## src/rtl/mcu_loader.sv

```systemverilog
`default_nettype none
// ============================================================================
// mcu_loader : UART boot loader that writes a checksummed image into the MCU ROM
// Revision   : 1.0
// ============================================================================
module mcu_loader #(
  parameter int CLK_DIV = 313,
  parameter int ADDR_W  = 13
) (
  input  logic              CLOCK,
  input  logic              RESET,
  input  logic              RXD,
  output logic [ADDR_W-1:0] ROM_WADDR,
  output logic [7:0]        ROM_WDATA,
  output logic              ROM_WEN,
  output logic              MCU_RESET,
  output logic              LOAD_BUSY,
  output logic              LOAD_ERR
);

  localparam int          c_cnt_w = $clog2(CLK_DIV + 1);
  localparam int          c_half  = CLK_DIV / 2;
  localparam logic [16:0] c_cap   = 17'(2 ** ADDR_W);
  localparam logic [7:0]  c_sync  = 8'hA5;

  typedef enum logic [1:0] {RX_IDLE, RX_START, RX_DATA, RX_STOP} rx_state_t;
  typedef enum logic [2:0] {ST_IDLE, ST_LEN_H, ST_LEN_L, ST_DATA, ST_CSUM, ST_ERR} st_t;

  rx_state_t          r_rx_state;
  logic               r_rxd_meta;
  logic               r_rxd_sync;
  logic               r_rxd_prev;
  logic [c_cnt_w-1:0] r_baud_cnt;
  logic [2:0]         r_bit_idx;
  logic [7:0]         r_shift;
  logic               r_rx_valid;
  logic               r_rx_ferr;
  logic [7:0]         r_rx_byte;

  st_t                r_state;
  logic [7:0]         r_len_h;
  logic [ADDR_W:0]    r_remain;
  logic [ADDR_W-1:0]  r_addr;
  logic [7:0]         r_sum;

  logic [16:0]        w_len;
  logic               w_len_ok;

  assign w_len    = {1'b0, r_len_h, r_rx_byte};
  assign w_len_ok = (w_len != 17'd0) && (w_len <= c_cap);

  // UART receiver: 2-flop synchroniser, start-bit glitch rejection, mid-bit sampling
  always_ff @(posedge CLOCK or posedge RESET) begin
    if (RESET) begin
      r_rxd_meta <= 1'b1;
      r_rxd_sync <= 1'b1;
      r_rxd_prev <= 1'b1;
      r_rx_state <= RX_IDLE;
      r_baud_cnt <= '0;
      r_bit_idx  <= '0;
      r_shift    <= '0;
      r_rx_valid <= 1'b0;
      r_rx_ferr  <= 1'b0;
      r_rx_byte  <= '0;
    end else begin
      r_rxd_meta <= RXD;
      r_rxd_sync <= r_rxd_meta;
      r_rxd_prev <= r_rxd_sync;
      r_rx_valid <= 1'b0;
      r_rx_ferr  <= 1'b0;
      case (r_rx_state)
        RX_IDLE: begin
          if (r_rxd_prev && !r_rxd_sync) begin
            r_rx_state <= RX_START;
            r_baud_cnt <= '0;
          end
        end
        RX_START: begin
          if (r_baud_cnt == c_cnt_w'(c_half - 1)) begin
            r_baud_cnt <= '0;
            r_bit_idx  <= '0;
            r_rx_state <= r_rxd_sync ? RX_IDLE : RX_DATA;
          end else begin
            r_baud_cnt <= r_baud_cnt + c_cnt_w'(1);
          end
        end
        RX_DATA: begin
          if (r_baud_cnt == c_cnt_w'(CLK_DIV - 1)) begin
            r_baud_cnt <= '0;
            r_shift    <= {r_rxd_sync, r_shift[7:1]};
            r_bit_idx  <= r_bit_idx + 3'd1;
            if (r_bit_idx == 3'd7) r_rx_state <= RX_STOP;
          end else begin
            r_baud_cnt <= r_baud_cnt + c_cnt_w'(1);
          end
        end
        default: begin
          if (r_baud_cnt == c_cnt_w'(CLK_DIV - 1)) begin
            r_baud_cnt <= '0;
            r_rx_state <= RX_IDLE;
            if (r_rxd_sync) begin
              r_rx_valid <= 1'b1;
              r_rx_byte  <= r_shift;
            end else begin
              r_rx_ferr  <= 1'b1;
            end
          end else begin
            r_baud_cnt <= r_baud_cnt + c_cnt_w'(1);
          end
        end
      endcase
    end
  end

  // Frame FSM: MCU stays in reset from the sync byte until a good checksum
  always_ff @(posedge CLOCK or posedge RESET) begin
    if (RESET) begin
      r_state   <= ST_IDLE;
      r_len_h   <= '0;
      r_remain  <= '0;
      r_addr    <= '0;
      r_sum     <= '0;
      ROM_WADDR <= '0;
      ROM_WDATA <= '0;
      ROM_WEN   <= 1'b0;
      MCU_RESET <= 1'b0;
      LOAD_BUSY <= 1'b0;
      LOAD_ERR  <= 1'b0;
    end else begin
      ROM_WEN <= 1'b0;
      case (r_state)
        ST_IDLE, ST_ERR: begin
          if (r_rx_valid && r_rx_byte == c_sync) begin
            r_state   <= ST_LEN_H;
            r_addr    <= '0;
            r_sum     <= '0;
            MCU_RESET <= 1'b1;
            LOAD_BUSY <= 1'b1;
            LOAD_ERR  <= 1'b0;
          end
        end
        default: begin
          if (r_rx_ferr) begin
            r_state   <= ST_ERR;
            LOAD_BUSY <= 1'b0;
            LOAD_ERR  <= 1'b1;
          end else if (r_rx_valid) begin
            case (r_state)
              ST_LEN_H: begin
                r_len_h <= r_rx_byte;
                r_state <= ST_LEN_L;
              end
              ST_LEN_L: begin
                if (w_len_ok) begin
                  r_remain <= w_len[ADDR_W:0];
                  r_state  <= ST_DATA;
                end else begin
                  r_state   <= ST_ERR;
                  LOAD_BUSY <= 1'b0;
                  LOAD_ERR  <= 1'b1;
                end
              end
              ST_DATA: begin
                ROM_WEN   <= 1'b1;
                ROM_WADDR <= r_addr;
                ROM_WDATA <= r_rx_byte;
                r_addr    <= r_addr + ADDR_W'(1);
                r_sum     <= r_sum + r_rx_byte;
                r_remain  <= r_remain - (ADDR_W + 1)'(1);
                if (r_remain == (ADDR_W + 1)'(1)) r_state <= ST_CSUM;
              end
              default: begin
                LOAD_BUSY <= 1'b0;
                if (r_rx_byte == r_sum) begin
                  r_state   <= ST_IDLE;
                  MCU_RESET <= 1'b0;
                  LOAD_ERR  <= 1'b0;
                end else begin
                  r_state   <= ST_ERR;
                  LOAD_ERR  <= 1'b1;
                end
              end
            endcase
          end
        end
      endcase
    end
  end

endmodule
`default_nettype wire

```

## config.mk

```make
export PLATFORM = sky130hd
export DESIGN_NAME = mcu_loader
export DESIGN_NICKNAME = d
export VERILOG_FILES = /design/src/rtl/mcu_loader.sv
export SDC_FILE = /design/constraint.sdc
export NUM_CORES = 1
export LEC_CHECK = 0
export ABC_AREA = 1
export BUFFER_PORTS_ARGS = -buffer_cell sky130_fd_sc_hd__clkbuf_2
export CAP_MARGIN = 20
export CORE_UTILIZATION = 65
export DETAILED_ROUTE_END_ITERATION = 8
export PLACE_DENSITY = 0.84
export SLEW_MARGIN = 40
export SYNTH_ARGS = -nofsm -noshare
export SYNTH_HDL_FRONTEND = slang
export SYNTH_SLANG_ARGS = --single-unit
```

## constraint.sdc

```tcl
create_clock -name CLOCK -period 9.9 [get_ports CLOCK]
set_clock_uncertainty 0.2 [all_clocks]
set_input_delay 0.495 -clock CLOCK [delete_from_list [all_inputs] [get_ports CLOCK]]
set_output_delay 0.495 -clock CLOCK [all_outputs]
set_load 0.05 [all_outputs]
```

==> After elaboration in Yosys (flattened, before gate mapping) <==
Cells that the tools add are included.
{ "op_classes": {"addsub": 5, "bitwise_logic": 3, "eq_ne": 23, "reduce_logical": 29, "order_cmp": 1, "n_mux": 62} }
{ "ops": {"columns": ["cell", "count"], "rows": [
  ["2-to-1 mux 13 bit", 5],
  ["2-to-1 mux 8 bit", 5],
  ["case mux 14 bit (2 select lines)", 1],
  ["2-to-1 mux 3 bit", 9],
  ["2-to-1 mux 9 bit", 3],
  ["2-to-1 mux 1 bit", 26],
  ["case mux 9 bit (2 select lines)", 1],
  ["nonzero test 17 bit", 1],
  ["<= comparator 16 x 14 -> 1 bit (second input constant)", 1],
  ["AND reduction 4 bit", 4],
  ["AND reduction 5 bit", 3],
  ["equality test 14 x 1 -> 1 bit (second input constant)", 1],
  ["2-to-1 mux 14 bit", 1],
  ["subtractor 14 x 1 -> 14 bit (second input constant)", 1],
  ["adder 13 x 1 -> 13 bit (second input constant)", 1],
  ["2-to-1 mux 2 bit", 6],
  ["inequality test 2 bit (second input constant)", 6],
  ["nonzero test 2 bit", 5],
  ["adder 9 x 1 -> 9 bit (second input constant)", 1],
  ["equality test 9 x 8 -> 1 bit (second input constant)", 1],
  ["equality test 9 bit (second input constant)", 1],
  ["case mux 3 bit (3 select lines)", 1],
  ["AND reduction 3 bit", 3],
  ["adder 8 bit", 1],
  ["23 further kinds", 35]
]} }
{ "word_totals": {"out_inout_bits": 25, "regBits": 106, "inputBits": 3, "wordCells": 144} }

==> Longest topological paths before layout <==
{ "logic_depth": {"depth_word": 7, "mapped_depth": 11, "mapped_depth_nobuf": 11} }

==> Least setup slack after synthesis <==
OpenSTA, ideal clock, no wires.
{ "synth_path": {"path_type": "reg-to-reg", "startpoint": "reg r_baud_cnt[0]", "endpoint": "reg r_rx_byte[2]", "stages_incl_launch_ff": 9, "path_slack_ns": 8.139, "required_time_ns": 9.572, "setup_time_ns": 0.128, "synth_period_minus_slack_ns": 1.761, "n_path_buf": 1, "arrival_time_ns": 1.433, "path_cell_list": "dfrtp_1 inv_1 ha_1 nand2_1 nor3_1 nand4_1 nor2_2 buf_4 o21ai_0"} }
{ "synth_between": {"elab_chain_len": 2} }
{ "synth_lines": {"columns": ["item", "line_no", "text"], "rows": [
  ["from (decl)", "33", "logic [c_cnt_w-1:0] r_baud_cnt;"],
  ["from (signal assigned)", "84", "r_baud_cnt <= r_baud_cnt + c_cnt_w'(1);"],
  ["from (signal assigned)", "94", "r_baud_cnt <= r_baud_cnt + c_cnt_w'(1);"],
  ["from (signal assigned)", "108", "r_baud_cnt <= r_baud_cnt + c_cnt_w'(1);"],
  ["equality test 9 bit", "98", "if (r_baud_cnt == c_cnt_w'(CLK_DIV - 1)) begin"],
  ["AND reduction 3 bit (no line)", null, null],
  ["to (signal assigned)", "103", "r_rx_byte <= r_shift;"],
  ["to (decl)", "38", "logic [7:0] r_rx_byte;"]
]} }
No other way between the ends.
A chain may end at the register's enable or synchronous reset.

==> Final worst setup path <==
{ "layout_path": {"startpoint": "reg r_state[2]", "endpoint": "reg r_addr[10]"} }
{ "layout_between": {"elab_chain_len": 4, "elab_cells_between_ends": 10, "cone_classes": "eq/ne (4); mux (1); reduce/logical (5)"} }
{ "layout_lines": {"columns": ["item", "line_no", "text"], "rows": [
  ["from (decl)", "40", "st_t r_state;"],
  ["from (signal assigned)", "118", "r_state <= ST_IDLE;"],
  ["from (signal assigned)", "134", "r_state <= ST_LEN_H;"],
  ["from (signal assigned)", "144", "r_state <= ST_ERR;"],
  ["equality test 3 bit or logical NOT 3 bit (tied branches)", "131", "case (r_state)"],
  ["OR reduction 2 bit", "131", null],
  ["inequality test 2 bit (no line) (tied with other cells)", null, null],
  ["AND reduction 4 bit (no line)", null, null],
  ["to (signal assigned)", "167", "r_addr <= r_addr + ADDR_W'(1);"],
  ["to (decl)", "43", "logic [ADDR_W-1:0] r_addr;"]
]} }
Parallel ways exist; a longest one is shown, timed or not.

==> run metrics <==
highest net fanout along the worst path 47; Initial DRC Count 273; total placed cells including tap cells 821; simple-gate share of the synthesized area between 20% and 30%; per-cell routed wire length 14.2 microns; setup repair after global routing missed its margin false; drc violations 0; combinational family with the most area after synthesis simple AND/OR/NAND/NOR gates; detailed-routing iteration count for the pre-antenna-repair pass 5; multiplexer fraction of the synthesized cell area 0%; Post-synth EDFFs 0; netlist area before placement 5610 sq um; die height 94.9 microns; n_diodes 0; setup bufs post-CTS 0; count of mapped cells out of synthesis around 700; endpoint type of the worst setup path flip-flop; post-synthesis xor/xnor area fraction approximately 1.4%; clock latency on the worst-skew pair 0.37 ns; final period utilization 26.4%; Detail Route Antenna Nets 0; wire length of the first global-routing pass 19800 microns; final period demand of the worst path 2.61 ns; area growth from synthesis to final layout 7.09%; via count of the first global-routing pass ~4.4k; Post-Synth Adder-Cell Area ~3.5%; post-CTS sizing 0; number of endpoints with negative hold slack in the final report 0; status complete, no violations; slew of the pin with the lowest slew margin 0.762 ns; Critical Path AT 2.70 ns; leakage dissipation about 3 nW; number of nets produced by synthesis 721; weighted congestion at the end of routability-driven global placement 0.885; critical path launch point type flip-flop; Crit Path Class reg -> reg; core outline area 8300 sq um; number of buffers created by CTS 9; share of flip-flops with an asynchronous set or reset 100%; worst-case headroom to the max-slew limit 49.1%; post-synthesis sequential area ratio 47.3%; maximum number of pins on one net before global-route repair 68; Max Buffers Root-to-Sink 2; number of antenna violations at the first check in global routing 0; Max Slew Vio Count 0; instance area after placement between 5000 and 6000 sq um; predominant post-synthesis flop cell dfrtp_1; Fin Setup TNS 0 ns; synth unique cells 37; cell types with the largest area share after synthesis dfrtp_1 46%, nand2_1 13%, inv_1 4.7%; Die Outline Area 9010 sq um; num rows 33; effective utilization at floorplan 67.6%; achievable frequency 0.383 GHz; number of primary I/O pins 28; area fraction in compound gates after synthesis about an eighth; horizontal die dimension 94.9 microns; total of buffers placed on input and output ports 27; level count of the clock H-tree 3; design area 6010 sq um; routed via count divided by cell count 5.64; Post-Syn Area per Cell 7.99 sq um; library cell with the largest summed area after synthesis dfrtp_1; detailed-placement wirelength estimate 8590 microns; Clk Tree Root Cell clkbuf_8; share of the synthesized area in the top cell type 45.9%; max-cap violation count 0; worst vdd rail ir drop approximately 0.12 mV; number of setup violations in the final report 0; global route overflow 0; CTS tree yes; fraction of final layout cells sized beyond drive strength 1 11.6%; count of clock tree sinks 106; number of standard cells in the layout, taps in and fillers out 839; total number of nets in the final design 747; most numerous cell in the Yosys netlist nand2_1; total of warnings raised by yosys 0; clock-pin slew of the registers on the worst-case setup and hold paths 0.11 ns; Post-synth top cells 197 x nand2_1, 103 x dfrtp_1, 71 x inv_1; FF-to-FF setup slack 7.29 ns; GRT Overall Usage 28.5%; areal power density over the cells 132 nW/um^2; Synth Register Bits 106; required time of the worst setup path approximately 10 ns; Detailed Route WL roughly 12000 microns; type of the worst min-delay path reg -> reg; hold buffer count at cts 2; vias 4736
==> metal layers <==
layer / up-vias / wire (microns) / GRT usage (%)
li1: 2355 / - / -
met1: 2205 / 5220 / 37.4
met2: 157 / 5840 / 47.1
met3: 19 / 626 / 4.75
met4: 0 / 239 / 11.6
met5: - / 0 / 0
==> cell type report <==
cell class / instances / area (sq um)
fill: 632 / 2290
clock buffer: 10 / 128
tap: 105 / 131
inverter: 80 / 303
timing repair buffer: 30 / 166
multi-input combinational: 502 / 2550
clock inverter: 6 / 81.3
sequential: 106 / 2660
==> stage by stage <==
step,hold WS [ns],setup slack (ns),power [mW],util [%]
2_1_floorplan,0.145,6.42,0.508,-
3_3_place_gp,0.147,7.43,0.519,69.6
3_5_place_dp,0.150,7.33,0.523,69.6
4_1_cts,0.168,7.31,0.803,72.4
5_1_grt,0.172,7.07,0.830,72.4
6_report,0.164,7.29,0.795,72.4
==> report_power, final <==
group | internal, mW | switching (mW) | total [mW]
combinational | 0.0169 | 0.0494 | 0.0664
sequential | 0.442 | 0.00715 | 0.450
clock | 0.123 | 0.156 | 0.279
total | 0.582 | 0.213 | 0.795
==> critical path, cell delays in order, from the launching register on <==
cell and delay (ns):
dfrtp_1 0.42, inv_2 0.07, nand2_2 0.09, nor2_4 0.38, nand2_2 0.17, nor2_8 0.18, inv_2 0.31, o21ai_4 0.40
nand4_1 0.16, o21ai_0 0.13
==> kinds of logic after synthesis <==
kind of cell	after synthesis
adder cells (fa/ha/maj)	15
AND/OR/NAND/NOR	359
AO/OA/AOI/OAI	119
flip-flops	106
XOR/XNOR	9
buffers and inverters	95
==> worst paths after layout <==
path / from / end / cells after the start
worst max-delay path: r_state[2] / r_addr[10] / 9
worst min-delay path: r_rxd_meta / r_rxd_sync / 0
worst max register to register: r_state[2] / r_addr[10] / 9
worst min register to register: r_rxd_meta / r_rxd_sync / 0
max in group asynchronous: RESET / r_remain[10] / 4
min in group asynchronous: RESET / ROM_WADDR[8] / 3
==> sequential cells by signal, indices dropped and copies added (netlist names) <==
name and count:
r_remain 14, ROM_WADDR 13, r_addr 13, r_baud_cnt 9, ROM_WDATA 8, r_len_h 8
r_rx_byte 8, r_shift 8, r_sum 8, r_bit_idx 3, r_state 3, r_rx_state 2
LOAD_BUSY 1, LOAD_ERR 1, MCU_RESET 1, ROM_WEN 1, r_rx_ferr 1, r_rx_valid 1
r_rxd_meta 1, r_rxd_prev 1, r_rxd_sync 1
==> placed cells by master, fill, tap and decap left out, drive strengths merged <==
cell         netlist  final
buf               13      1
inv               79     83
nor2              64     64
nand2            203    203
dlygate4sd3        0      2
clkinv             1      2
o21ai            101    101
nand4             26     26
a21boi             1      1
nand3             51     51
or2                1      1
xor2               7      7
a21o               1      1
a31oi              2      2
dfrtp            103    103
dfstp              3      3
fa                 1      1
o21bai             2      2
clkbuf             2     37
ha                14     14
xnor2              2      2
a22o               2      2
nor3              14     14
bufinv             0      1
a21oi             10     10
No activity file was read; power rests on OpenSTA's default activity.
